$ cat src/rtl/dist_bit_packer.sv
// dist_bit_packer: packs variable-length codes MSB-first into fixed-width words, with flush.
module dist_bit_packer #(
  parameter int OUT_WIDTH  = 16,
  parameter int CODE_WIDTH = 18
) (
  input  logic                  clk,
  input  logic                  rst,
  input  logic                  code_valid_in,
  input  logic [CODE_WIDTH-1:0] code_data_in,
  input  logic [4:0]            code_len_in,
  output logic                  code_ready_out,
  input  logic                  flush_in,
  output logic                  out_valid,
  output logic [OUT_WIDTH-1:0]  out_data,
  output logic [4:0]            out_nbits,
  output logic                  out_last,
  input  logic                  out_ready,
  output logic                  flush_done,
  output logic [31:0]           bit_count
);
  localparam int AW = OUT_WIDTH + CODE_WIDTH;
  typedef enum logic [1:0] {RUN, FLUSH, DONE} state_t;
  state_t state, state_nx;
  logic [AW-1:0] acc, acc_nx, shifted, code_ext;
  logic [5:0] fill, fill_nx, consumed, base;
  logic [4:0] len_eff;
  logic in_hs, out_hs, last_word;
  always_comb begin
    len_eff        = code_len_in > 5'(CODE_WIDTH) ? 5'(CODE_WIDTH) : code_len_in;
    code_ready_out = state == RUN && fill <= 6'(OUT_WIDTH);
    last_word      = state == FLUSH && fill <= 6'(OUT_WIDTH);
    out_valid      = (state == RUN && fill >= 6'(OUT_WIDTH)) || (state == FLUSH && fill != 6'd0);
    out_data       = acc[AW-1 -: OUT_WIDTH];
    out_nbits      = out_valid ? (last_word ? 5'(fill) : 5'(OUT_WIDTH)) : 5'd0;
    out_last       = out_valid && last_word;
    flush_done     = state == DONE;
    in_hs          = code_valid_in && code_ready_out;
    out_hs         = out_valid && out_ready;
    consumed       = out_hs ? (last_word ? fill : 6'(OUT_WIDTH)) : 6'd0;
    base           = fill - consumed;
    shifted        = out_hs ? acc << OUT_WIDTH : acc;
    code_ext       = AW'(code_data_in) & ((AW'(1) << len_eff) - AW'(1));
    // New bits land directly behind whatever survives this cycle's output shift
    acc_nx         = in_hs ? shifted | (code_ext << (6'(AW) - base - 6'(len_eff))) : shifted;
    fill_nx        = base + (in_hs ? 6'(len_eff) : 6'd0);
    state_nx       = state == RUN   ? (flush_in ? FLUSH : RUN) :
                     state == FLUSH ? ((fill == 6'd0 || (out_hs && last_word)) ? DONE : FLUSH) :
                     RUN;
  end
  always_ff @(posedge clk) begin
    if (rst) begin
      state     <= RUN;
      acc       <= '0;
      fill      <= '0;
      bit_count <= '0;
    end else begin
      state     <= state_nx;
      acc       <= acc_nx;
      fill      <= fill_nx;
      bit_count <= bit_count + (in_hs ? 32'(len_eff) : 32'd0);
    end
  end
endmodule

$ cat config.mk
export PLATFORM = sky130hd
export DESIGN_NAME = dist_bit_packer
export DESIGN_NICKNAME = d
export VERILOG_FILES = /design/src/rtl/dist_bit_packer.sv
export SDC_FILE = /design/constraint.sdc
export NUM_CORES = 1
export LEC_CHECK = 0
export CORE_ASPECT_RATIO = 0.9
export CORE_UTILIZATION = 35
export DETAILED_ROUTE_END_ITERATION = 10
export SLEW_MARGIN = 20
export SYNTH_ARGS = -nofsm -noshare
export SYNTH_HDL_FRONTEND = slang
export SYNTH_SLANG_ARGS = --single-unit
$ cat constraint.sdc
create_clock -name clk -period 5.95 [get_ports clk]
set_input_delay 1.4875 -clock clk [delete_from_list [all_inputs] [get_ports clk]]
set_output_delay 1.4875 -clock clk [all_outputs]
set_load 0.005 [all_outputs]
==> run summary, run 1 <==
Synth Area in Adders = 6.46%
Length in cells of the worst reg-to-reg path = 20
Worst Hold Path EP = acc[14]$_SDFF_PP0_
Worst-path clk slew = 0.06 ns
Max Cap Violations = 0
Vias in the first global route = 5668
Worst path max stage delay = 0.56 ns
Die Footprint = 17900 um2
Detail Route Antenna Nets = 0
Final slew viol count = 0
Share of post-route cells with drive strength above 1 = 9.71%
Hold wc startpoint = acc[14]$_SDFF_PP0_
Area contributors post-synth = dfxtp_1 (24%), nor2_1 (6.4%), ha_1 (5.1%)
Worst slew margin = 30.0%
Clock buffer depth = 2
Yosys cell types = 85
Synth Area in Compound Gates = 25.7%
Core Footprint = 16900 um2
Pwr dens = 576 nW/um2
Synthesized area = 6090 um2
Pre-CTS setup slack = 0.139 ns
Worst Setup End Kind = register
DRC = 0
# resized after CTS = 0
Clock root buffer master = clkbuf_16
GPL Wtd Cong = 0.916
Largest net degree at the start of global routing = 74
Power Total = 4290 uW
Cell count after synthesis = 790
Critical path class = in -> reg
Sequential area share after synthesis = 24.3%
Hold Path Depth = 2
Die X = 141 um
Worst EP arrival = 5.68 ns
GRT Total Usage = 21.2%
Setup tns final = 0 ns
CTS tree = yes
Crit-path max FO = 32
Via count = 6165
Critical Path RT = 6.13 ns
Grt ovf = 0
CP Launch Type = input port
Avg WL per Cell = 17.1 um
Share of the synthesized area in the top cell type = 24.3%
Clock latency on the worst-skew pair = 0.33 ns
Least-Margin Pin Slew = 1.05 ns
Critical R2R Launch = fill[1]$_SDFF_PP0_
# port buffers = 84
R2R Setup Slk = 0.62 ns
Ys Warns = 0
Post-synth EDFFs = 0
HPWL Detailed = 14200 um
Row count = 45
Clock Sinks = 74
Top-count cell post-synth = nor2_1
# Post-CTS Setup Buffers = 0
Drt via density = 5.66
Final #Nets = 907
Worst Clk Skew = 0.00834 ns
Ys flop type = dfxtp_1
CTS Buf Count = 9
Final worst setup slack = 0.446 ns
Area leader, netlist = dfxtp_1
# hold bufs at CTS = 0
Async S/R FF share, synth = 0%
Min Tclk post-route = 5.50 ns
Endpoints failing hold = 0
Peak VDD IR = 0.370 mV
ANT cells = 0
Die height = 127 um
Antenna violations before repair = 0
H-Tree Level Count = 3
Post-Synth Simple-Gate Area = 25.7%
Mux contribution to synthesized area = 4.95%
Fillers = 1714
Initial Utilization = 35.9%
Worst-path cell chain = clkdlybuf4s50_1 -> and3_1 -> ha_1 -> inv_1 -> fa_1 -> inv_1 -> ha_1 -> ha_1 -> inv_1 -> fa_1 -> buf_12 -> mux2i_1 -> o31ai_1 -> a41o_1 -> a221o_1 -> a221oi_1 -> or3_1 -> a31oi_1
P_leak = 0.00283 uW
Final WL = 18700 um
Top cells by count, synth = nor2_1 (104), dfxtp_1 (74), nand2_1 (55)
Status = finished clean
Total iterations of the first detailed-routing run = 5
CP max stage cell = fa_1
Syn_nets = 847
Ports = 85
Largest family of logic cells by synthesized area = simple AND/OR/NAND/NOR gates
First-pass GRT wire length = 30300 um
Worst Hold Class = reg -> reg
First DRT Iteration DRCs = 592
Unrepaired setup endpoints after global routing = false
# setup viols final = 0
Final period utilization = 92.5%
Synth-to-layout area growth = 22.3%
RR Endpoint = acc[26]$_SDFF_PP0_
Post-synthesis xor/xnor area fraction = 5.76%
Synth Register Bits = 74
Post-Syn Area per Cell = 7.70 um2
Fmax = 0.182 GHz
==> per-layer routing <==
layer / part of all wire, % / track usage [%] / up-vias
met5: 0 / 0 / -
met3: 6.5 / 4.20 / 31
met4: 2.0 / 5.43 / 0
met2: 44 / 33.1 / 204
met1: 47 / 29.8 / 2913
li1: - / - / 3017
==> worst max-delay path, delay by kind of cell <==
kind	cells	cell delay, ns
compound gates	5	1.11
buf+inv	5	0.86
simple gates	2	0.32
mux	1	0.20
fa+ha+maj	5	1.71
==> cell families (layout without fill, tap and decap cells) <==
group / Yosys count / after routing
simple gates: 310 / 310
compound gates: 217 / 217
buf+inv: 93 / 158
flops: 74 / 74
xor+xnor: 40 / 40
fa+ha+maj: 29 / 29
mux: 27 / 27
==> final cells by class <==
cell class / instances / area, um2 / share of cell area (%)
Clock buffer: 9 / 225 / 3.03
Clock inverter: 7 / 70.1 / 0.941
Inverter: 24 / 90.1 / 1.21
Multi-Input combinational cell: 623 / 4180 / 56.2
Sequential cell: 74 / 1480 / 19.9
Tap cell: 235 / 294 / 3.95
Timing Repair Buffer: 118 / 1100 / 14.8
==> sequential cells by signal (all words and copies together), names as in the netlist <==
name       flops
acc           34
bit_count     32
fill           6
state          2
==> through the flow <==
stage / cells / utilization (%) / hold slack, ns / instance area, um2
after CTS: 1090 / 43.9 / 0.451 / 7440
after floorplan: 790 / - / 0.431 / 6090
final: 1090 / 43.9 / 0.452 / 7440
after global placement: 1074 / 42.2 / 0.440 / 7150
after global routing: 1090 / 43.9 / 0.487 / 7440
after detailed placement: 1074 / 42.2 / 0.443 / 7150
==> worst max path at each step <==
| stage | cells past startpoint | slack [ns] | startpoint | endpoint |
|---|---|---|---|---|
| finish | 18 | 0.45 | out_ready | acc[26]$_SDFF_PP0_ |
| global route | 18 | 0.15 | out_ready | acc[24]$_SDFF_PP0_ |
| CTS | 18 | 0.45 | out_ready | acc[26]$_SDFF_PP0_ |
| detailed placement | 18 | 0.14 | out_ready | acc[26]$_SDFF_PP0_ |
| global placement | 18 | 0.19 | out_ready | acc[24]$_SDFF_PP0_ |
| floorplan | 19 | 0.79 | fill[1]$_SDFF_PP0_ | acc[24]$_SDFF_PP0_ |
==> cell usage in the layout (no fill, tap or decap), types with 24 or more instances in the layout <==
master	Yosys	layout
o21ai_0	24	24
dfxtp_1	74	74
xor2_1	25	24
nand2_1	55	55
buf_4	16	33
inv_1	24	24
nand3_1	39	39
nor2_1	104	104
ha_1	25	25
clkdlybuf4s50_1	0	83
a21oi_1	35	35
==> power breakdown <==
| group | total [uW] | internal (uW) | switching (uW) |
|---|---|---|---|
| clock | 532 | 323 | 209 |
| sequential | 650 | 583 | 66.9 |
| combinational | 3110 | 1210 | 1900 |
(Power assumes the default switching activity.)
==> inputs of run 2 (changes only) <==
- clock period: 5.95 -> 6.5 ns (I/O delays scaled with it)
==> run 2 against run 1 <==
Compared with the run above: clock power shrank 3%; flip-flop and latch count stayed put; sequential share of layout area grew 0.24 points; critical path depth unchanged; largest power group unchanged.
==> run summary, run 2 (synthesis gave the netlist of run 1 again) <==
Largest net degree at the start of global routing = 50
First DRT Iteration DRCs = 696
Die height = 127 um
Commonest non-fill, non-tap cell in the layout = nor2_1
Clock buffer depth = 2
Endpoints failing hold = 0
Least-Margin Pin Slew = 1.06 ns
Detail Route Antenna Nets = 0
Share of post-route cells with drive strength above 1 = 8.42%
Worst slew margin = 29.4%
Worst Hold Class = reg -> reg
Min Tclk post-route = 5.76 ns
H-Tree Level Count = 3
# setup viols final = 0
Antenna violations before repair = 0
Clock root buffer master = clkbuf_16
Vias in the first global route = 5790
Worst path max stage delay = 0.59 ns
CTS Buf Count = 9
Total iterations of the first detailed-routing run = 6
Cell Count, Final, Fillers Out = 1078
Critical Path RT = 6.77 ns
# resized after CTS = 0
Via count = 6106
Worst Clk Skew = 0.0124 ns
Clock Sinks = 74
Final #Nets = 895
Die X = 141 um
Worst-path clk slew = 0.06 ns
CP Launch Type = input port
P_leak = 0.00277 uW
Unrepaired setup endpoints after global routing = false
Core Footprint = 16900 um2
Top Metal Used = met4
CP max stage cell = clkdlybuf4s50_1
Max reg flops = 34
# Post-CTS Setup Buffers = 0
HPWL Detailed = 13700 um
ANT cells = 0
GPL Wtd Cong = 0.906
Ports = 85
Worst EP arrival = 6.03 ns
Fillers = 1747
CTS tree = yes
Final slew viol count = 0
Final WL = 18400 um
Critical path class = in -> reg
Pwr dens = 519 nW/um2
Drt via density = 5.66
Fmax = 0.174 GHz
Peak VDD IR = 0.416 mV
First-pass GRT wire length = 30100 um
Initial Utilization = 35.9%
# port buffers = 84
Die Footprint = 17900 um2
DRC = 0
Most frequent cells in the layout = nor2_1 (104), clkdlybuf4s50_1 (83), dfxtp_1 (74)
Synth-to-layout area growth = 20.9%
Final hold slack = 0.449 ns
Setup tns final = 0 ns
Largest regs = acc: 34 flops, bit_count: 32 flops, fill: 6 flops
Top reg by flops = acc
Worst-path cell chain = clkdlybuf4s50_1 -> and3_1 -> ha_1 -> inv_1 -> fa_1 -> inv_1 -> ha_1 -> ha_1 -> inv_1 -> fa_1 -> buf_4 -> nor2_1 -> o311ai_0 -> a22oi_1 -> a221o_1 -> nor2_1 -> or3_1 -> a21oi_1
Row count = 45
Avg WL per Cell = 17.0 um
Met3 WL = 1160 um
GRT Total Usage = 21.0%
Met2 WL = 8090 um
Max Cap Violations = 0
# hold bufs at CTS = 0
Grt ovf = 0
Power Total = 3820 uW
Worst Setup End Kind = register
Clock latency on the worst-skew pair = 0.34 ns
Post-placement cell count = 1062
Final period utilization = 88.7%
Status = finished clean
Wl on met1 = 8730 um
Crit-path max FO = 17
run 2: metrics by stage:
step | worst slack [ns] | utilization (%) | cell area (um2)
2_1_floorplan | 1.34 | - | 6090
3_3_place_gp | 0.485 | 41.6 | 7050
3_5_place_dp | 0.424 | 41.6 | 7050
4_1_cts | 0.747 | 43.4 | 7360
5_1_grt | 0.323 | 43.4 | 7360
6_report | 0.737 | 43.4 | 7360
run 2: final timing paths:
kind                      start            endpoint  slack, ns  cells after the start
max                   out_ready  acc[13]$_SDFF_PP0_       0.74                     18
min          acc[12]$_SDFF_PP0_  acc[12]$_SDFF_PP0_       0.45                      2
max reg2reg  fill[1]$_SDFF_PP0_  acc[13]$_SDFF_PP0_       0.80                     20
min reg2reg  acc[12]$_SDFF_PP0_  acc[12]$_SDFF_PP0_       0.45                      2
run 2: where the power goes:
group / internal [uW] / switching (uW) / total [uW]
clock network: 311 / 206 / 517
registers: 533 / 60.6 / 594
logic: 1020 / 1690 / 2710
run 2: layout make-up:
type	instances	area, um2	area share, %
clock inverter	6	71.3	0.969
multi-input combinational	623	4180	56.8
inverter	24	90.1	1.22
timing repair buffer	106	1000	13.6
tap	235	294	4.00
clock buffer	10	239	3.25
sequential	74	1480	20.1
run 2: per-layer routing:
metal | track usage, % | vias up
met4 | 6.39 | 0
met3 | 3.67 | 28
met1 | 29.5 | 2857
met2 | 32.7 | 220
met5 | 0 | -
li1 | - | 3001
run 2: critical path, delay by kind of cell:
| kind | cells | cell delay, ns |
|---|---|---|
| adders and majority gates | 5 | 1.65 |
| AOI/OAI and AO/OA | 4 | 0.89 |
| buffers and inverters | 5 | 1.00 |
| and+or+nand+nor | 4 | 0.85 |
